## config.mk

```make
export PLATFORM = sky130hd
export DESIGN_NAME = register_file
export DESIGN_NICKNAME = d
export VERILOG_FILES = /design/src/rtl/register_file.sv
export SDC_FILE = /design/constraint.sdc
export NUM_CORES = 1
export LEC_CHECK = 0
export BUFFER_PORTS_ARGS = -buffer_cell sky130_fd_sc_hd__buf_4
export CORE_MARGIN = 2
export CORE_UTILIZATION = 42
export CTS_CLUSTER_DIAMETER = 50
export CTS_CLUSTER_SIZE = 30
export DETAILED_ROUTE_END_ITERATION = 6
export SLEW_MARGIN = 20
export SYNTH_ARGS = -nofsm -noshare
export SYNTH_HDL_FRONTEND = slang
export SYNTH_SLANG_ARGS = --single-unit
```

## constraint.sdc

```tcl
create_clock -name clk -period 1.59 [get_ports clk]
set_input_delay 0.2385 -clock clk [delete_from_list [all_inputs] [get_ports clk]]
set_output_delay 0.2385 -clock clk [all_outputs]
set_load 0.1 [all_outputs]
```

## src/rtl/register_file.sv

```systemverilog
`default_nettype none
// ============================================================================
// Module      : register_file
// Description : 2**ADDR_WIDTH x DATA_WIDTH register file with two combinational
//               read ports and one synchronous write port; the write index is
//               shared with read port 1. Optional macro REGFILE_ZERO_REG_EN
//               hardwires register 0 to zero.
// Revision    : 1.0 - initial release
// ============================================================================
module register_file #(
    parameter int DATA_WIDTH = 8,
    parameter int ADDR_WIDTH = 3
) (
    input  logic                  clk,
    input  logic                  rst,
    input  logic                  write_enable,
    input  logic [ADDR_WIDTH-1:0] read_reg1,
    input  logic [ADDR_WIDTH-1:0] read_reg2,
    input  logic [DATA_WIDTH-1:0] write_data,
    output logic [DATA_WIDTH-1:0] read_data1,
    output logic [DATA_WIDTH-1:0] read_data2
);

    localparam int c_NUM_REGS = 2 ** ADDR_WIDTH;

`ifdef REGFILE_ZERO_REG_EN
    localparam logic c_ZERO_REG = 1'b1;
`else
    localparam logic c_ZERO_REG = 1'b0;
`endif

    logic [DATA_WIDTH-1:0] r_regs [c_NUM_REGS];
    logic                  w_write_ok;
    logic                  w_rd1_zero;
    logic                  w_rd2_zero;

    assign w_write_ok = write_enable && !(c_ZERO_REG && (read_reg1 == '0));

    always_ff @(posedge clk) begin
        if (rst) begin
            for (int i = 0; i < c_NUM_REGS; i++) begin
                r_regs[i] <= '0;
            end
        end else if (w_write_ok) begin
            r_regs[read_reg1] <= write_data;
        end
    end

    // Index 0 is masked at the read mux so it reads 0 even before the first reset.
    assign w_rd1_zero = c_ZERO_REG && (read_reg1 == '0);
    assign w_rd2_zero = c_ZERO_REG && (read_reg2 == '0);

    assign read_data1 = w_rd1_zero ? '0 : r_regs[read_reg1];
    assign read_data2 = w_rd2_zero ? '0 : r_regs[read_reg2];

endmodule
`default_nettype wire

```

# ---- Word level (Yosys, flattened, before mapping)
# Memory sizes are Yosys's and may differ from the RTL's.
# Index checks and enable logic that the tools add are counted.
dict set report totals {
  regBits 0
  ram_bits 64
  inputBits 17
  output_inout_bits 16
  wordCells 10
  mem_count 1
}
dict set report classes {
  mux 8
  reduce_logical 1
}
# name depth width rd rd_clocked_by_memory_dff wr line_no
set memory_table {}
lappend memory_table {r_regs 8 8 2 0 8 32} ;# logic [DATA_WIDTH-1:0] r_regs [c_NUM_REGS];
# op count
set op_table {}
lappend op_table {{$mux W8} 1}
lappend op_table {{$reduce_or A8 Y1} 1}
lappend op_table {{$mux W1} 6}
lappend op_table {{$mux W3} 1}

# ---- Longest topological paths before layout
dict set report logic_depth {
  ltp_word 5
  mapped_depth 6
}

# ---- Least setup slack after synthesis
# Ideal clock, no wire load.
dict set report synth_timing {
  path_kind {input to output}
  start {in read_reg1[2]}
  end {out read_data1[2]}
  arrival_ns 2.445
  required_time_ns 1.351
  setup_slack_ns -1.093
  stages 5
  n_path_buf 3
  cell_sequence {buf_2 > buf_2 > buf_2 > nand2b_1 > o221ai_1}
}
dict set report synth_via {
  elab_chain_cells 1
}
# item line_no
set synth_rtl {}
lappend synth_rtl {{start: declaration} 17} ;# input logic [ADDR_WIDTH-1:0] read_reg1,
lappend synth_rtl {{$mem_v2 Z8 W8} --}
lappend synth_rtl {{end: declaration} 20} ;# output logic [DATA_WIDTH-1:0] read_data1,
# Every way passes these cells.

==> results.json <==
{
  "rsz0062_at_grt": "yes",
  "dr.pass1.iters": 4,
  "largest_register_ffs": 64,
  "status": "complete, but fails checks",
  "place.gp.congestion": 0.797,
  "die_x_um": 96.0,
  "cp_slowest_cell": "or4_4",
  "via_per_inst": 5.33,
  "htreeDepth": 3,
  "die-area_um2": 9220,
  "dpl_cell_area_um2": 4140,
  "crit_cells": 4,
  "yosysTopAreaCellShare": 0.540,
  "avgSynthCellArea_um2": 15.0,
  "p_leak_nw": 1.70,
  "fin_crit_sh": 1.25,
  "top_regs": "r_regs: 64 flops",
  "setup_ws_ns": -0.394,
  "yosys.area.top_type": "edfxtp_1",
  "ys_types": 32,
  "drive_above_1_share": 0.465,
  "maxSlewViolCount": 0,
  "n_fill_cell": 665,
  "p_per_area_nw_per_um2": 1010,
  "fmax_mhz": 504,
  "path_clk_slew_ns": 0.07,
  "ant_nets": 0,
  "crit_arrival_ns": 1.75,
  "cpPeakStageDelay_ns": 0.57,
  "synth_fa_ha_area_frac": 0,
  "die_h_um": 96.0,
  "insertedDiodeCount": 0,
  "coreArea_um2": 8220,
  "multiInputGateArea_um2": 1640,
  "ys_ff_latch": 64,
  "synth_warnings": 0,
  "top_register": "r_regs",
  "synthTopCellsByArea": "edfxtp_1, mux4_1, and2_1, mux4_2, mux2_2",
  "start_util": 0.433,
  "setup_viol": 16,
  "port_buffers": 32,
  "maxCapViolations": 0,
  "min_path_type": "in2reg",
  "cts_setup_buffers": 0,
  "vias": 2154,
  "row_count": 33,
  "cts_buffers": 9,
  "critPathTopFamily": "simple AND/OR/NAND/NOR gates",
  "grt_max_degree": 26,
  "cts_hold_buf": 0,
  "dp_hpwl_um": 5750,
  "synthesis.nets": 255,
  "synth_cells": 238,
  "synth_compound_area_frac": 0.0148,
  "max-slew-margin-rel": 0.788,
  "track_usage": 0.208,
  "tightest_slew_ns": 0.317,
  "critPathMaxFanout": 2,
  "grt_pass1_wl_um": 13300,
  "start_kind": "flop",
  "synth-seq-area-share": 0.540,
  "whs_ns": 0.230,
  "synth_xor_area_frac": 0,
  "drtIter0Drc": 109,
  "syn_to_final_growth_pct": 27.0,
  "synth_top_family_by_area": "multiplexers",
  "end_kind": "output port",
  "cts_tree": "yes",
  "hold_violations": 0,
  "total_power_mw": 4.55,
  "cts_sinks": 64,
  "drc": 0,
  "critical_path_class": "reg2out",
  "design_area_um2": 4520,
  "netlist_area_um2": 3560,
  "ir_drop_mv": 0.503,
  "root_buffer": "clkbuf_8",
  "synth-simple-area-share": 0.186,
  "critical_path_buf_inv_count": 1,
  "wirelength_um": 8570,
  "required_ns": 1.35,
  "antenna_found_initial": 0,
  "nets": 311,
  "ff_latch_area_um2": 1920,
  "period_needed_ns": 1.98,
  "io_pins": 33,
  "grt_pass1_vias": 2221,
  "cts_max_path_buffers": 2,
  "wl_per_cell_um": 21.2,
  "violations": "setup timing",
  "synthMuxAreaShare": 0.233,
  "path_cells": "mux2i_1 -> nor2_1 -> or4_4 -> buf_12",
  "holdPathStages": 2,
  "grt-ovfl-total": 0
}
[synthesized netlist by cell type]
library cell,n
o221ai_1,1
nor3_2,2
buf_4,2
o22ai_1,1
or4b_2,1
buf_2,6
nor2_1,4
inv_1,1
and2_1,64
edfxtp_1,64
a211o_1,1
nand2b_1,5
or2_2,8
mux2i_1,6
clkbuf_1,2
a31oi_1,1
nand3b_1,3
nor3_1,1
or4_1,1
buf_1,1
a21oi_1,2
mux4_2,11
mux2_2,9
buf_12,1
nor2_2,3
mux4_1,16
buf_6,1
o21ai_0,1
nand2_1,15
a211oi_1,1
or3b_4,1
nor3b_1,2
[final cells by class]
type	count	share of cell area
Multi-Input combinational cell	160	0.363
Tap cell	105	0.0291
Clock buffer	10	0.0282
Sequential cell	64	0.425
Timing Repair Buffer	58	0.142
Inverter	1	0.000831
Clock inverter	6	0.0111
[per-layer routing]
| layer | share of wire | GRT usage | vias up |
|---|---|---|---|
| met1 | 0.46 | 0.299 | 1079 |
| li1 | - | - | 1011 |
| met2 | 0.48 | 0.321 | 57 |
| met3 | 0.049 | 0.0423 | 7 |
| met5 | 0 | 0 | - |
| met4 | 0.012 | 0.0595 | 0 |
[final timing paths]
check                         start            end  slack, ns
worst max-delay path   r_regs[5][7]  read_data1[7]      -0.39
worst min-delay path  write_data[0]   r_regs[0][0]       0.23
[cell families after synthesis]
family                 after synthesis
and+or+nand+nor                    110
DFF                                 64
muxes                               42
buffers and inverters               14
AOI/OAI and AO/OA                    8
[cells in the final DEF, fill, tap and decap left out, drive strengths merged]
cell type,instances
nor3,3
a211o,1
a21oi,2
mux4,27
or3b,1
buf,58
nand2b,5
and2,64
clkbuf,10
a31oi,1
nor2,7
o22ai,1
bufinv,1
or4,1
a211oi,1
nand3b,3
inv,1
or4b,1
mux2,9
nand2,15
o221ai,1
mux2i,6
or2,8
clkinv,5
edfxtp,64
o21ai,1
nor3b,2
[through the flow]
stage	worst slack (ns)	util	cells	TNS, ns
2_1_floorplan	-0.0765	-	238	-0.420
3_3_place_gp	-0.290	0.503	388	-7.82
3_5_place_dp	-0.301	0.503	388	-9.44
4_1_cts	-0.405	0.548	404	-4.87
5_1_grt	-0.469	0.550	404	-5.41
6_report	-0.394	0.550	404	-4.57
[report_power, final]
| group | total, mW | internal, mW | leakage (nW) | switching (mW) |
|---|---|---|---|---|
| Sequential | 2.02 | 1.96 | 0.613 | 0.0533 |
| Combinational | 1.23 | 0.508 | 0.992 | 0.722 |
| Clock | 1.30 | 0.701 | 0.0902 | 0.601 |
| Total | 4.55 | 3.17 | 1.70 | 1.38 |
[repair_timing]
action / CTS / global route
resized for setup: 58 / 5
pin swaps: 7 / 7
setup endpoints to repair: 16 / 16
Note: power is estimated with default switching activity, not from simulation.
